### config.mk
export PLATFORM = sky130hd
export DESIGN_NAME = updown_counter_n
export DESIGN_NICKNAME = d
export VERILOG_FILES = /design/src/rtl/updown_counter_n.sv
export SDC_FILE = /design/constraint.sdc
export NUM_CORES = 1
export LEC_CHECK = 0
export BUFFER_PORTS_ARGS = -buffer_cell sky130_fd_sc_hd__buf_2
export CAP_MARGIN = 25
export CORE_AREA = 2 2 39 41
export DETAILED_ROUTE_END_ITERATION = 7
export DIE_AREA = 0 0 41 43
export GPL_TIMING_DRIVEN = 1
export PLACE_DENSITY_LB_ADDON = 0.1
export SYNTH_ARGS = -nofsm -noshare
export SYNTH_HDL_FRONTEND = slang
export SYNTH_SLANG_ARGS = --single-unit
export TNS_END_PERCENT = 50
### constraint.sdc
create_clock -name i_clk -period 2.2 [get_ports i_clk]
set_input_delay 0.22 -clock i_clk [delete_from_list [all_inputs] [get_ports i_clk]]
set_output_delay 0.22 -clock i_clk [all_outputs]
set_load 0.03 [all_outputs]
### src/rtl/updown_counter_n.sv
// Modulo-N up/down counter with parallel load, registered Gray output and wrap pulse.
// Define UPDOWN_COUNTER_N_SAT_EN to saturate at the ends instead of wrapping.
module updown_counter_n #(
  parameter int WIDTH  = 3,
  parameter int MODULO = 8
) (
  input  logic             i_clk,
  input  logic             i_rst_n,
  input  logic             i_en,
  input  logic             i_dir,
  input  logic             i_ld,
  input  logic [WIDTH-1:0] i_d,
  output logic [WIDTH-1:0] o_q,
  output logic [WIDTH-1:0] o_g,
  output logic             o_tc,
  output logic             o_wrap
);

  localparam logic [WIDTH-1:0] MAX_Q   = WIDTH'(MODULO - 1);
  localparam logic [WIDTH:0]   MOD_EXT = (WIDTH + 1)'(MODULO);

  logic [WIDTH-1:0] r_q;
  logic [WIDTH-1:0] r_g;
  logic             r_wrap;
  logic [WIDTH-1:0] w_q_next;
  logic [WIDTH-1:0] w_load;
  logic             w_wrap_next;
  logic             w_at_top;
  logic             w_at_bot;

  assign w_at_top = (r_q == MAX_Q);
  assign w_at_bot = (r_q == '0);

  // Extra MSB lets MODULO == 2**WIDTH compare correctly (no load value clamps).
  assign w_load = ({1'b0, i_d} >= MOD_EXT) ? MAX_Q : i_d;

  // NOTE: every output of a combinational block gets a default first, so no path leaves it unassigned (no latch).
  always_comb begin
    w_q_next    = r_q;
    w_wrap_next = 1'b0;
    if (i_ld) begin
      w_q_next = w_load;
    end else if (i_en) begin
      if (i_dir) begin
        if (w_at_top) begin
`ifdef UPDOWN_COUNTER_N_SAT_EN
          w_q_next = r_q;
`else
          w_q_next    = '0;
          w_wrap_next = 1'b1;
`endif
        end else begin
          w_q_next = r_q + 1'b1;
        end
      end else begin
        if (w_at_bot) begin
`ifdef UPDOWN_COUNTER_N_SAT_EN
          w_q_next = r_q;
`else
          w_q_next    = MAX_Q;
          w_wrap_next = 1'b1;
`endif
        end else begin
          w_q_next = r_q - 1'b1;
        end
      end
    end
  end

  // NOTE: state registers use non-blocking assignments so all flops sample pre-edge values together.
  always_ff @(posedge i_clk or negedge i_rst_n) begin
    if (!i_rst_n) begin
      r_q    <= '0;
      r_g    <= '0;
      r_wrap <= 1'b0;
    end else begin
      r_q    <= w_q_next;
      r_g    <= w_q_next ^ (w_q_next >> 1);
      r_wrap <= w_wrap_next;
    end
  end

  assign o_q    = r_q;
  assign o_g    = r_g;
  assign o_wrap = r_wrap;
  assign o_tc   = i_dir ? w_at_top : w_at_bot;

endmodule
==> results.md <==
- Worst hold path type: in2reg
- Clock power share: 0.253
- XOR/XNOR Fraction of Synth Area: 0.0443
- Placed Instances: 67
- Die Y: 43 um
- Slew margin rel.: 0.778
- Die W: 41 um
- Post-Layout Cell Count: 71
- Worst-path cell chain: inv_1, ha_1, nand2b_1, nor2_1, a21o_1, buf_2
- Clk pin slew, worst setup/hold paths: 40 ps
- Area of the multi-input gates: 223 sq um
- Worst r2r path cells: 6
- Number of max-cap violations: 0
- Resized cells post-CTS: 0
- Largest family of logic cells by synthesized area: compound AO/OA/AOI/OAI gates
- Fin util: 0.373
- FF-to-FF setup slack: 560 ps
- Slew Limit Fails: 0
- CP Capture Type: output port
- Hold wc startpoint: i_d[1]
- Post-synthesis instance area: 395 sq um
- CTS tree: built
- Sw Ratio: 0.363
- Slew @ Worst Pin: 333 ps
- Buf+Inv Stages, Crit Path: 2
- DR WL/cell: 10.9 um
- Synth Area in Adders: 0.127
- Filler cells: 146
- Gr usage total: 0.112
- Post-Synth Simple-Gate Area: 0.155
- Setup CP Type: reg2out
- DR DRC count: 0
- Slowest stage delay, CP: 410 ps
- PwrDens: 735 nW/um^2
- Core area: 1380 sq um
- Largest net degree at the start of global routing: 8
- Grt ovf: 0
- Sw Pwr: 0.138 mW
- Clk_lat worst skew: 240 ps
- Critical Path RT: 1980 ps
- Post-Synthesis Cells: 37
- Placer Congestion: 0.754
- Syn. warnings: 0
- Mux share of post-synthesis cell area: 0
- Maximum clock path buffer count: 2
- Post-DP HPWL: 642 um
- Worst hold slack: 244 ps
- Worst Path Arrival: 1460 ps
- Worst Skew: 0.247 ps
- Post-synthesis compound-gate area fraction: 0.237
- Critical R2R Launch: o_q[0]
- Startpoint types: flip-flop
- Syn-to-layout area delta: 30.4%
- Hold Crit Depth: 3
- VDD IR-drop max: 0.356 mV
- Final worst path period share: 0.765
- Final WL: 774 um
- Initial Util: 0.286
- Clk sinks: 6
- Initial DRC count: 1
- First-pass GRT wire length: 1.26 mm
- Setup TNS: 0 ps
- Layout cell share with drive strength beyond 1: 0.455
- Sequential area share after synthesis: 0.380
- Die area: 1760 sq um
- Tmin final: 1680 ps
- Status: finished, final reports clean
- Number of I/O pins: 16
- WHS Endpoint: o_q[1]
- Mean Syn Cell Area: 10.7 sq um
- Hold Vio Cnt, Final: 0
- Placed inst area: 483 sq um
- Drt pass-1 iters: 2
- Initial antenna violation count: 0
- Final setup fails: 0
- Via-to-Cell Ratio: 4.52
- Distinct cells, synth: 19
- CP delay by family, top: flip-flops
- Reg power frac: 0.366
- R2R Path End: o_g[1]
- IO Port Bufs: 15
- Static Leak: 0.270 nW
- Pint: 0.241 mW
- Comb power frac: 0.381
- Fmax: 594 MHz
- Finished Cell Area: 515 sq um
- Seq cells post-synth: 6
- Via count: 321
- H-tree lvl count: 1
- Reg area: 150 sq um
- Diodes inserted: 0
- Post-Syn Nets: 49
- TritonCTS Buffers: 3
- Max FO, Critical Path: 5
- Layout Nets: 69
- RSZ-0062 raised after global routing: no
- Row cnt: 14
- CP max-delay cell: dfrtp_1
- Clock root cell: clkbuf_4
- Vias in the first global route: 329
- Residual antenna-violating net count after detailed routing: 0
flip-flops by register name, indices dropped and copies added, names as in the netlist:
signal,flops
o_wrap,1
o_g,3
o_q,2
worst min-delay path, cell delays in order:
cell and delay (ps):
buf_2 90, a221oi_2 80, inv_1 60
what timing repair did:
| action | CTS | global route |
|---|---|---|
| hold endpoints to repair | 6 | 0 |
| hold buffers | 1 | 0 |
| setup buffers | 0 | 0 |
power by group through the flow:
stage,clock network (mW),logic [mW],registers [mW]
finish,0.0960,0.144,0.139
global route,0.112,0.157,0.140
CTS,0.101,0.146,0.139
detailed placement,0,0.144,0.140
global placement,0,0.145,0.140
floorplan,0,0.0696,0.173
cell usage after synthesis, drive strengths merged:
| master | n | area [sq um] |
|---|---|---|
| o31ai | 1 | 7.51 |
| xnor2 | 2 | 17.5 |
| o21ai | 1 | 5.00 |
| inv | 4 | 15.0 |
| nor2b | 1 | 6.26 |
| o31a | 1 | 10.0 |
| nor2 | 3 | 11.3 |
| nand2 | 1 | 3.75 |
| dfrtp | 6 | 150 |
| a221oi | 3 | 45.0 |
| ha | 4 | 50.1 |
| a21oi | 3 | 18.8 |
| nor3 | 1 | 5.00 |
| a21o | 1 | 7.51 |
| buf | 1 | 7.51 |
| nand2b | 3 | 26.3 |
| and2b | 1 | 8.76 |
worst max path at each step:
stage                 from      to  slack (ps)  depth (start not counted)
floorplan           o_q[0]  o_g[0]         480                          6
global placement    o_q[1]  o_g[1]         580                          6
detailed placement  o_q[0]  o_g[1]         570                          6
CTS                 o_q[0]    o_tc         490                          6
global route        o_q[0]    o_tc         380                          6
finish              o_q[0]    o_tc         520                          6
layout make-up:
class,instances,area share
clock buffers,3,0.0437
inverters,4,0.0291
multi-input cells,26,0.432
flip-flops and latches,6,0.291
well taps,16,0.0388
repair buffers,16,0.165
per-stage QoR:
stage,worst slack [ps],total power [mW]
after floorplan,479,0.243
after global placement,576,0.285
after detailed placement,574,0.284
after CTS,494,0.386
after global routing,379,0.409
final,517,0.379
layout by cell type, fill, tap and decap left out:
cell	count
buf_2	15
nand2b_4	1
a221oi_2	3
nand2_1	1
nor2b_1	1
nor3_1	1
a21oi_1	2
inv_1	4
a21oi_2	1
ha_1	4
nor2_1	3
nand2b_1	2
dlygate4sd3_1	1
clkbuf_4	3
o31ai_1	1
a21o_1	1
xnor2_1	2
o31a_2	1
dfrtp_1	6
o21ai_0	1
and2b_2	1
per-layer routing:
layer / up-vias / part of all wire / track usage
met5: - / 0 / 0
met4: 0 / 0 / 0.100
li1: 163 / - / -
met1: 154 / 0.39 / 0.109
met2: 4 / 0.57 / 0.175
met3: 0 / 0.040 / 0.0366
cells by family after synthesis:
group / after synthesis
adder cells (fa/ha/maj): 4
buffers and inverters: 5
flip-flops: 6
AND/OR/NAND/NOR: 10
XOR/XNOR: 2
AO/OA/AOI/OAI: 10
No activity file was read; power rests on OpenSTA's default activity.
